File: config.mk
export PLATFORM = sky130hd
export DESIGN_NAME = dmem_axi_bridge_flat
export DESIGN_NICKNAME = d
export VERILOG_FILES = /design/src/rtl/cpu_axi_pkg.sv /design/src/rtl/dmem_axi_bridge_if.sv /design/src/rtl/axi_wr_chan_tracker.sv /design/src/rtl/dmem_axi_bridge.sv /design/src/flat_wrapper.sv
export SDC_FILE = /design/constraint.sdc
export NUM_CORES = 1
export LEC_CHECK = 0
export CAP_MARGIN = 40
export CORE_MARGIN = 8
export CORE_UTILIZATION = 30
export DETAILED_ROUTE_END_ITERATION = 10
export MAX_ROUTING_LAYER = met4
export PLACE_DENSITY = 0.68
export SLEW_MARGIN = 20
export SYNTH_ARGS = -nofsm -noshare
export SYNTH_HDL_FRONTEND = slang
export SYNTH_SLANG_ARGS = --single-unit
File: constraint.sdc
create_clock -name clk -period 2.5 [get_ports clk]
set_clock_uncertainty 0.1 [all_clocks]
set_input_delay 0.25 -clock clk [delete_from_list [all_inputs] [get_ports clk]]
set_output_delay 0.25 -clock clk [all_outputs]
set_load 0.05 [all_outputs]
File: src/rtl/cpu_axi_pkg.sv
// Shared definitions for the CPU data-port to AXI4 bridge.
// Contents: bridge FSM state encoding, AXI size/burst constants and the
// byte-enable to AXI transfer-size mapping used on the write address channel.
package cpu_axi_pkg;

  typedef enum logic [2:0] {
    IDLE    = 3'd0,
    RD_ADDR = 3'd1,
    RD_DATA = 3'd2,
    WR      = 3'd3,
    WR_RESP = 3'd4,
    DONE    = 3'd5
  } bridgeState_t;

  localparam logic [2:0] SIZE_B     = 3'd0;
  localparam logic [2:0] SIZE_H     = 3'd1;
  localparam logic [2:0] SIZE_W     = 3'd2;
  localparam logic [1:0] BURST_INCR = 2'b01;

  // Narrowest AXI size covering the enabled lanes; irregular masks fall back
  // to a full word and rely on wstrb to select the bytes.
  function automatic logic [2:0] wen_to_size(input logic [3:0] wen);
    logic [2:0] size;
    case (wen)
      4'b1111:                            size = SIZE_W;
      4'b0011, 4'b1100:                   size = SIZE_H;
      4'b0001, 4'b0010, 4'b0100, 4'b1000: size = SIZE_B;
      default:                            size = SIZE_W;
    endcase
    return size;
  endfunction

endpackage

File: src/rtl/dmem_axi_bridge_if.sv
// AXI4 single-beat bus between the data-memory bridge and the interconnect.
// Channels: AR/R (read), AW/W/B (write).
// modport master: the bridge side (drives valids on AR/AW/W, readies on R/B).
// modport slave : the interconnect side.
interface dmem_axi_bridge_if #(
  parameter int ADDR_W = 32,
  parameter int DATA_W = 32
);
  logic [3:0]        arid;
  logic [ADDR_W-1:0] araddr;
  logic [7:0]        arlen;
  logic [2:0]        arsize;
  logic [1:0]        arburst;
  logic              arvalid;
  logic              arready;

  logic [3:0]        rid;
  logic [DATA_W-1:0] rdata_axi;
  logic [1:0]        rresp;
  logic              rlast;
  logic              rvalid;
  logic              rready;

  logic [3:0]        awid;
  logic [ADDR_W-1:0] awaddr;
  logic [7:0]        awlen;
  logic [2:0]        awsize;
  logic [1:0]        awburst;
  logic              awvalid;
  logic              awready;

  logic [3:0]        wid;
  logic [DATA_W-1:0] wdata;
  logic [3:0]        wstrb;
  logic              wlast;
  logic              wvalid;
  logic              wready;

  logic [3:0]        bid;
  logic [1:0]        bresp;
  logic              bvalid;
  logic              bready;

  modport master (
    output arid, araddr, arlen, arsize, arburst, arvalid,
    input  arready,
    input  rid, rdata_axi, rresp, rlast, rvalid,
    output rready,
    output awid, awaddr, awlen, awsize, awburst, awvalid,
    input  awready,
    output wid, wdata, wstrb, wlast, wvalid,
    input  wready,
    input  bid, bresp, bvalid,
    output bready
  );

  modport slave (
    input  arid, araddr, arlen, arsize, arburst, arvalid,
    output arready,
    output rid, rdata_axi, rresp, rlast, rvalid,
    input  rready,
    input  awid, awaddr, awlen, awsize, awburst, awvalid,
    output awready,
    input  wid, wdata, wstrb, wlast, wvalid,
    output wready,
    output bid, bresp, bvalid,
    input  bready
  );
endinterface

File: src/rtl/axi_wr_chan_tracker.sv
// Tracks the independent AW and W handshakes of one single-beat write.
// Ports:
//   clk, rst        core clock, asynchronous active-low reset
//   active          bridge is in its write-issue state
//   awready, wready slave readies
//   awvalid, wvalid channel valids (each drops after its own handshake)
//   bothDone        one-cycle pulse when both channels have completed,
//                   including when the last two handshakes share a cycle
module axi_wr_chan_tracker (
  input  logic clk,
  input  logic rst,
  input  logic active,
  input  logic awready,
  input  logic wready,
  output logic awvalid,
  output logic wvalid,
  output logic bothDone
);

  logic awDone;
  logic wDone;

  assign awvalid  = active & ~awDone;
  assign wvalid   = active & ~wDone;
  // A channel counts as finished if it already handshook or does so now.
  assign bothDone = active & (awDone | awready) & (wDone | wready);

  // Per-channel completion flags, cleared once the pair is complete
  always_ff @(posedge clk or negedge rst) begin
    if (!rst) begin
      awDone <= 1'b0;
      wDone  <= 1'b0;
    end else if (bothDone) begin
      awDone <= 1'b0;
      wDone  <= 1'b0;
    end else begin
      if (awvalid && awready) begin
        awDone <= 1'b1;
      end
      if (wvalid && wready) begin
        wDone <= 1'b1;
      end
    end
  end

endmodule

File: src/rtl/dmem_axi_bridge.sv
// CPU data-port responder: turns one SRAM-style request into one single-beat
// AXI4 read or write and stalls the CPU until it completes.
// Ports:
//   clk, rst     core clock, asynchronous active-low reset
//   req_en       request valid, sampled only in IDLE
//   req_wen      byte write enables (0 = load)
//   req_addr     byte address
//   req_wdata    lane-aligned store data
//   rdata        load data, valid in DONE and held until the next load
//   data_stall   pipeline hold, req_en & (state != DONE)
//   axi          AXI4 master port
module dmem_axi_bridge
  import cpu_axi_pkg::*;
#(
  parameter int         ADDR_W = 32,
  parameter int         DATA_W = 32,
  parameter logic [3:0] AXI_ID = 4'd1
) (
  input  logic              clk,
  input  logic              rst,
  input  logic              req_en,
  input  logic [3:0]        req_wen,
  input  logic [ADDR_W-1:0] req_addr,
  input  logic [DATA_W-1:0] req_wdata,
  output logic [DATA_W-1:0] rdata,
  output logic              data_stall,
  dmem_axi_bridge_if.master axi
);

  bridgeState_t      state;
  bridgeState_t      nextState;
  logic [ADDR_W-1:0] addrQ;
  logic [DATA_W-1:0] wdataQ;
  logic [3:0]        wenQ;
  logic              wrActive;
  logic              bothDone;
  logic              unusedRespBits;

  // Response IDs and status are not acted on by this bridge.
  assign unusedRespBits = ^{axi.rid, axi.rresp, axi.rlast, axi.bid, axi.bresp};

  // FSM state register
  always_ff @(posedge clk or negedge rst) begin
    if (!rst) begin
      state <= IDLE;
    end else begin
      state <= nextState;
    end
  end

  // FSM next-state logic
  always_comb begin
    nextState = state;
    case (state)
      IDLE: begin
        if (req_en) begin
          if (req_wen == 4'b0000) begin
            nextState = RD_ADDR;
          end else begin
            nextState = WR;
          end
        end else begin
          nextState = IDLE;
        end
      end
      RD_ADDR: begin
        if (axi.arready) begin
          nextState = RD_DATA;
        end else begin
          nextState = RD_ADDR;
        end
      end
      RD_DATA: begin
        if (axi.rvalid) begin
          nextState = DONE;
        end else begin
          nextState = RD_DATA;
        end
      end
      WR: begin
        if (bothDone) begin
          nextState = WR_RESP;
        end else begin
          nextState = WR;
        end
      end
      WR_RESP: begin
        if (axi.bvalid) begin
          nextState = DONE;
        end else begin
          nextState = WR_RESP;
        end
      end
      DONE:    nextState = IDLE;
      default: nextState = IDLE;
    endcase
  end

  // Request capture; the bus is driven from these copies so the CPU may
  // change its inputs while stalled.
  always_ff @(posedge clk or negedge rst) begin
    if (!rst) begin
      addrQ  <= '0;
      wdataQ <= '0;
      wenQ   <= 4'b0000;
    end else if ((state == IDLE) && req_en) begin
      addrQ  <= req_addr;
      wdataQ <= req_wdata;
      wenQ   <= req_wen;
    end
  end

  // Load data capture, held until the next load completes
  always_ff @(posedge clk or negedge rst) begin
    if (!rst) begin
      rdata <= '0;
    end else if ((state == RD_DATA) && axi.rvalid) begin
      rdata <= axi.rdata_axi;
    end
  end

  assign data_stall = req_en & (state != DONE);

  // Read address / data channels
  assign axi.arid    = AXI_ID;
  assign axi.araddr  = {addrQ[ADDR_W-1:2], 2'b00};
  assign axi.arlen   = 8'd0;
  assign axi.arsize  = SIZE_W;
  assign axi.arburst = BURST_INCR;
  assign axi.arvalid = (state == RD_ADDR);
  assign axi.rready  = (state == RD_DATA);

  // Write address / data / response channels
  assign wrActive    = (state == WR);
  assign axi.awid    = AXI_ID;
  assign axi.awaddr  = addrQ;
  assign axi.awlen   = 8'd0;
  assign axi.awsize  = wen_to_size(wenQ);
  assign axi.awburst = BURST_INCR;
  assign axi.wid     = AXI_ID;
  assign axi.wdata   = wdataQ;
  assign axi.wstrb   = wenQ;
  assign axi.wlast   = 1'b1;
  assign axi.bready  = (state == WR_RESP);

  axi_wr_chan_tracker uWrTracker (
    .clk      (clk),
    .rst      (rst),
    .active   (wrActive),
    .awready  (axi.awready),
    .wready   (axi.wready),
    .awvalid  (axi.awvalid),
    .wvalid   (axi.wvalid),
    .bothDone (bothDone)
  );

endmodule

File: src/flat_wrapper.sv
// flat-port wrapper written by rule: the top's interface ports become plain ports
module dmem_axi_bridge_flat import cpu_axi_pkg::*;
#(
  parameter int         ADDR_W = 32,
  parameter int         DATA_W = 32,
  parameter logic [3:0] AXI_ID = 4'd1
)
  (clk, rst, req_en, req_wen, req_addr, req_wdata, rdata, data_stall, axi_arid, axi_araddr, axi_arlen, axi_arsize, axi_arburst, axi_arvalid, axi_arready, axi_rid, axi_rdata_axi, axi_rresp, axi_rlast, axi_rvalid, axi_rready, axi_awid, axi_awaddr, axi_awlen, axi_awsize, axi_awburst, axi_awvalid, axi_awready, axi_wid, axi_wdata, axi_wstrb, axi_wlast, axi_wvalid, axi_wready, axi_bid, axi_bresp, axi_bvalid, axi_bready);
  dmem_axi_bridge_if #(.ADDR_W(ADDR_W), .DATA_W(DATA_W)) axi_i ();
  input  logic clk;
  input  logic rst;
  input  logic req_en;
  input  logic [3:0] req_wen;
  input  logic [ADDR_W-1:0] req_addr;
  input  logic [DATA_W-1:0] req_wdata;
  output logic [DATA_W-1:0] rdata;
  output logic data_stall;
  output wire logic [$bits(axi_i.arid)-1:0] axi_arid;
  output wire logic [$bits(axi_i.araddr)-1:0] axi_araddr;
  output wire logic [$bits(axi_i.arlen)-1:0] axi_arlen;
  output wire logic [$bits(axi_i.arsize)-1:0] axi_arsize;
  output wire logic [$bits(axi_i.arburst)-1:0] axi_arburst;
  output wire logic [$bits(axi_i.arvalid)-1:0] axi_arvalid;
  input wire logic [$bits(axi_i.arready)-1:0] axi_arready;
  input wire logic [$bits(axi_i.rid)-1:0] axi_rid;
  input wire logic [$bits(axi_i.rdata_axi)-1:0] axi_rdata_axi;
  input wire logic [$bits(axi_i.rresp)-1:0] axi_rresp;
  input wire logic [$bits(axi_i.rlast)-1:0] axi_rlast;
  input wire logic [$bits(axi_i.rvalid)-1:0] axi_rvalid;
  output wire logic [$bits(axi_i.rready)-1:0] axi_rready;
  output wire logic [$bits(axi_i.awid)-1:0] axi_awid;
  output wire logic [$bits(axi_i.awaddr)-1:0] axi_awaddr;
  output wire logic [$bits(axi_i.awlen)-1:0] axi_awlen;
  output wire logic [$bits(axi_i.awsize)-1:0] axi_awsize;
  output wire logic [$bits(axi_i.awburst)-1:0] axi_awburst;
  output wire logic [$bits(axi_i.awvalid)-1:0] axi_awvalid;
  input wire logic [$bits(axi_i.awready)-1:0] axi_awready;
  output wire logic [$bits(axi_i.wid)-1:0] axi_wid;
  output wire logic [$bits(axi_i.wdata)-1:0] axi_wdata;
  output wire logic [$bits(axi_i.wstrb)-1:0] axi_wstrb;
  output wire logic [$bits(axi_i.wlast)-1:0] axi_wlast;
  output wire logic [$bits(axi_i.wvalid)-1:0] axi_wvalid;
  input wire logic [$bits(axi_i.wready)-1:0] axi_wready;
  input wire logic [$bits(axi_i.bid)-1:0] axi_bid;
  input wire logic [$bits(axi_i.bresp)-1:0] axi_bresp;
  input wire logic [$bits(axi_i.bvalid)-1:0] axi_bvalid;
  output wire logic [$bits(axi_i.bready)-1:0] axi_bready;
  assign axi_arid = axi_i.arid;
  assign axi_araddr = axi_i.araddr;
  assign axi_arlen = axi_i.arlen;
  assign axi_arsize = axi_i.arsize;
  assign axi_arburst = axi_i.arburst;
  assign axi_arvalid = axi_i.arvalid;
  assign axi_i.arready = axi_arready;
  assign axi_i.rid = axi_rid;
  assign axi_i.rdata_axi = axi_rdata_axi;
  assign axi_i.rresp = axi_rresp;
  assign axi_i.rlast = axi_rlast;
  assign axi_i.rvalid = axi_rvalid;
  assign axi_rready = axi_i.rready;
  assign axi_awid = axi_i.awid;
  assign axi_awaddr = axi_i.awaddr;
  assign axi_awlen = axi_i.awlen;
  assign axi_awsize = axi_i.awsize;
  assign axi_awburst = axi_i.awburst;
  assign axi_awvalid = axi_i.awvalid;
  assign axi_i.awready = axi_awready;
  assign axi_wid = axi_i.wid;
  assign axi_wdata = axi_i.wdata;
  assign axi_wstrb = axi_i.wstrb;
  assign axi_wlast = axi_i.wlast;
  assign axi_wvalid = axi_i.wvalid;
  assign axi_i.wready = axi_wready;
  assign axi_i.bid = axi_bid;
  assign axi_i.bresp = axi_bresp;
  assign axi_i.bvalid = axi_bvalid;
  assign axi_bready = axi_i.bready;
  dmem_axi_bridge #(.ADDR_W(ADDR_W), .DATA_W(DATA_W), .AXI_ID(AXI_ID)) u_core (.clk(clk), .rst(rst), .req_en(req_en), .req_wen(req_wen), .req_addr(req_addr), .req_wdata(req_wdata), .rdata(rdata), .data_stall(data_stall), .axi(axi_i));
endmodule
Word level (Yosys, flattened, before mapping)

Index checks and enable logic that the tools add are counted.

Register bits after elaboration: 105
Input port bits: 121
Logic and storage cells: 49
Output and inout port bits: 177

Reductions and logical operators: 10
Mux-type cells: 12
Bitwise gates (word level): 9
Eq/ne operators: 11

Operator list:

| operator                                                         | count |
|---|---|
| 3-bit one-hot mux with 5 select lines                            | 1 |
| 4-bit by 2-bit == test with 1-bit output (second input constant) | 2 |
| 4-bit == test (second input constant)                            | 2 |
| 3-bit by 2-bit == test with 1-bit output (second input constant) | 2 |
| 2-bit 2-to-1 mux                                                 | 3 |
| 3-bit 2-to-1 mux                                                 | 2 |
| 1-bit AND                                                        | 5 |
| 1-bit 2-to-1 mux                                                 | 5 |
| 4-bit by 1-bit == test with 1-bit output (second input constant) | 1 |
| 4-bit by 3-bit == test with 1-bit output (second input constant) | 1 |
| 1-bit logical AND                                                | 4 |
| 4-bit zero test                                                  | 1 |
| 2-bit one-hot mux with 2 select lines                            | 1 |
| 2-bit nonzero test                                               | 2 |
| 4-bit OR reduction                                               | 1 |
| 3-bit by 1-bit == test with 1-bit output (second input constant) | 1 |
| 3-bit == test (second input constant)                            | 1 |
| 3-bit zero test                                                  | 1 |
| 3-bit inequality test (second input constant)                    | 1 |
| 1-bit NOT                                                        | 2 |
| 1-bit OR                                                         | 2 |
| 2-bit OR reduction                                               | 1 |

Logic depth before layout (Yosys ltp)

Depth after elaboration: 5
Gate-level depth with buffers: 6
Gate-level depth less buffers: 3

Modules after synthesis

From an unflattened synthesis, not the netlist that was laid out.

Cell total of the unflattened synthesis: 326
Area, all modules: 4652.0 µm²

By module, submodules not included:

| module              | cells each | area an instance (µm²) | times used | sequential area each (µm²) |
|---|---|---|---|---|
| dmem_axi_bridge     | 315        | 4549.4                 | 1          | 2577.5 |
| axi_wr_chan_tracker | 11         | 102.6                  | 1          | 50.0 |

Worst setup path after synthesis

No wires, ideal clock.

Path type: flip-flop to flip-flop
Start point: reg u_core.state[0]
End point: reg u_core.rdata[10]
Data required time: 2.275 ns
Data arrival time: 2.072 ns
Period minus slack after synthesis: 2.297 ns
Cell stages (with the launch flop): 7
Setup slack: 0.203 ns
Buffers on the path: 3
Library setup time: 0.125 ns
Cells stage by stage: dfrtp_1 buf_2 nor3b_2 and2_1 buf_2 buf_4 mux2_2

Cells in the longest elaborated chain, start to end: 2

RTL lines:

| element                                  | RTL line               | source |
|---|---|---|
| start, declared                          | dmem_axi_bridge.sv:30  | `bridgeState_t state;` |
| start signal, assigned                   | dmem_axi_bridge.sv:47  | `state <= nextState;` |
| 3-bit by 2-bit == test with 1-bit output | n/a                    |  |
| via axi_rready                           | flat_wrapper.sv:30     | `output wire logic [$bits(axi_i.rready)-1:0] axi_rready;` |
| 1-bit logical AND                        | dmem_axi_bridge.sv:117 | `end else if ((state == RD_DATA) && axi.rvalid) begin` |
| end signal, assigned                     | dmem_axi_bridge.sv:118 | `rdata <= axi.rdata_axi;` |
| end, declared                            | dmem_axi_bridge.sv:25  | `output logic [DATA_W-1:0] rdata,` |

The timed path passes the listed nets, and every way through them passes these cells.
A chain may end at the register's enable or synchronous reset.

Worst setup path after layout

Start point: reg u_core.state[1]
End point: out axi_rready

Cells in the longest elaborated chain, start to end: 1

RTL lines:

| element                                  | RTL line               | source |
|---|---|---|
| 3-bit by 2-bit == test with 1-bit output | dmem_axi_bridge.sv:131 | `assign axi.rready = (state == RD_DATA);` |
| end, declared                            | flat_wrapper.sv:30     |  |

No other way between the ends.

==> flow_summary_export.csv <==
group,metric,value,unit
finish,drive_gt1_share,21.13,%
logic_synthesis,synthTopCellsByArea,"dfrtp_1, mux2_2, buf_4",
clock_network,clockBufferDepth,2,
logic_synthesis,synth_cell_type_count,28,
outcome,status,"completed",
timing,setup_viol,0,
setup_path,rr_worst_depth,3,
placement,hpwl,10180,um
clock_network,cts_setup_buffers,0,
logic_synthesis,synth_top_area_share,56.93,%
finish,stdcell_area,7192,um2
logic_synthesis,syn_inst,329,
setup_path,reg2reg_from,"u_core.state[0]",
floorplanning,die_w,140.0,um
global_route,grt_pass1_wl,19970,um
placement,placed_area,6880,um2
placement,gp_congestion,0.7217,
detailed_routing,vias_per_cell,4.274,
finish,areaGrowthSynthToFinish,55.81,%
global_route,grt_pass1_vias,3578,
timing,rsz0062_at_grt,"false",
floorplanning,die-area,19610,um2
timing,hold-worst-slack,292.8,ps
timing,drv_slew,0,
global_route,grt_start_max_net_pins,76,
finish,fin_util,47.48,%
min_path,hp-class,"primary input to async pin",
finish,fill_cells,1349,
logic_synthesis,yosys_warnings,0,
setup_path,r2r_slack,560,ps
clock_network,cts_tree,"built",
setup_path,slowest_stage,"clkdlybuf4s50_1",
detailed_routing,drtIter0Drc,87,
logic_synthesis,synth_area,4616,um2
placement,io_buffers,245,
clock_network,htreeDepth,3,
detailed_routing,drc_errors,0,
logic_synthesis,yosysSeqAreaShare,56.93,%
timing,finalCriticalPeriod,2340,ps
timing,hold_violations,0,
timing,setup_tns,0,ps
timing,slew_headroom,62.16,%
setup_path,worst_setup_path_start_kind,"flip-flop",
setup_path,crit_chain,"nor3b_2 > clkdlybuf4s50_1",
global_route,overflow,0,
global_route,grtUsageTotal,13.43,%
detailed_routing,num_vias,3150,
floorplanning,core_area,15150,um2
timing,worst_pin_slew,565.8,ps
clock_network,clockRootBuffer,"clkbuf_16",
global_route,antenna_found_initial,0,
setup_path,cp.required,2150,ps
floorplanning,start_util,30.48,%
setup_path,path_delay_family,"buffers and inverters",
run,cap_viol_max_count,0,
logic_synthesis,avgSynthCellArea,14.03,um2
setup_path,path_buf_inv,1,
clock_network,path_clk_slew,70,ps
detailed_routing,firstDrtPassIters,4,
finish,diodes,0,
logic_synthesis,synth_seq_cells,105,
floorplanning,die_h,140.0,um
setup_path,worstSetupEndpointType,"output port",
setup_path,critPathMaxStageDelay,850,ps
floorplanning,std_cell_rows,45,
setup_path,r2r_end,"u_core.axi.wdata[31]",
timing,fmax,0.4273,GHz
setup_path,path_class,"flip-flop to output port",
timing,post-route-period-util,93.61,%
setup_path,crit_arrival,1990,ps
finish,finalNetCount,665,
clock_network,clk_latency,340,ps
detailed_routing,wl_per_cell,17.44,um
detailed_routing,ant_nets,0,
setup_path,critPathMaxFanout,10,
logic_synthesis,yosys.area.top_type,"dfrtp_1",
clock_network,numCtsBuffers,9,
setup_path,critPathLaunch,"u_core.state[1]",
clock_network,clkSinkCount,105,
detailed_routing,postRouteWirelength,12850,um
floorplanning,io_pins,298,
-- metrics by stage --
step	worst slack, ps	std cells
2_1_floorplan	203.5	366
3_3_place_gp	437.0	720
3_5_place_dp	390.6	720
4_1_cts	45.32	737
5_1_grt	45.22	737
6_report	159.7	737
-- metal layers --
metal	track usage (%)	wire length [um]	up-vias
met5	-	0	-
met4	3.429	114	0
met3	6.592	1303	11
met2	23.45	6830	151
met1	13.12	4601	1550
li1	-	-	1438
-- worst max path at each step --
stage               slack [ps]                     to  depth (start not counted)
global route                50             axi_rready                          2
global placement           440  u_core.axi.awaddr[11]                          4
floorplan                  200       u_core.rdata[10]                          6
CTS                         50             axi_bready                          2
finish                     160             axi_rready                          2
detailed placement         390   u_core.axi.wdata[31]                          4
-- cell type report --
class	instances	area, um2	area share (%)
Sequential cell	105	2628	36.53
Timing Repair Buffer	250	2507	34.86
Multi-Input combinational cell	177	1519	21.12
Clock buffer	12	246.5	3.427
Tap cell	188	235.2	3.271
Clock inverter	4	52.55	0.7307
Inverter	1	3.754	0.05219
-- flip-flops by register name, indices dropped and copies added (netlist names) --
register and flops:
u_core.rdata 32, u_core.uWrTracker.awDone 1, u_core.axi.wstrb 4, u_core.axi.wdata 32, u_core.state 3, u_core.axi.awaddr 32, u_core.uWrTracker.wDone 1
-- cell usage after synthesis --
master / number
a21boi_0: 1
a21o_1: 1
a21oi_1: 3
and2_1: 1
and3b_1: 1
buf_2: 9
buf_4: 73
buf_6: 1
conb_1: 2
dfrtp_1: 105
inv_1: 1
mux2_1: 9
mux2_2: 91
mux2i_1: 1
nand2_1: 2
nand3_1: 2
nand3b_1: 3
nor2_1: 11
nor2b_1: 2
nor3b_1: 2
nor3b_2: 1
nor4b_4: 1
o211ai_1: 1
o22ai_1: 1
o311ai_0: 1
o41ai_1: 1
or3_1: 1
xnor2_1: 1
-- logic make-up (layout without fill, tap and decap cells) --
| kind of cell | after synthesis | in the layout | share of synthesized area, % |
|---|---|---|---|
| other cells | 2 | 39 | 0.1627 |
| mux | 101 | 101 | 24.61 |
| simple gates | 27 | 27 | 3.605 |
| buf+inv | 84 | 267 | 13.17 |
| compound gates | 9 | 9 | 1.329 |
| xor+xnor | 1 | 1 | 0.1898 |
| flops | 105 | 105 | 56.93 |
-- placed cells by master (no fill, tap or decap) --
cell / n
buf_4: 7
or3_1: 1
conb_1: 39
nor2_1: 11
dlygate4sd3_1: 1
nand3b_1: 3
clkbuf_16: 9
clkdlybuf4s50_1: 239
o22ai_1: 1
buf_12: 2
nor4b_4: 1
o41ai_1: 1
xnor2_1: 1
dfrtp_1: 105
clkbuf_1: 2
mux2_1: 9
mux2_2: 91
clkinvlp_4: 3
a21o_1: 1
a21oi_1: 3
and2_1: 1
o311ai_0: 1
o211ai_1: 1
mux2i_1: 1
and3b_1: 1
nand2_1: 2
nor3b_2: 1
a21boi_0: 1
bufinv_16: 1
nor3b_1: 2
nor2b_1: 2
clkbuf_8: 1
dlymetal6s2s_1: 1
nand3_1: 2
inv_1: 1
-- timing repair --
item / 4_1_cts / 5_1_grt
endpoints found under the hold margin: 30 / 0
hold buffers: 1 / 0
gates resized for setup: 0 / 1
setup endpoints to repair: 0 / 1
Power is left out: the tool's default activity adds up to more than one toggle a clock period on the data nets, which glitch-free logic cannot reach.
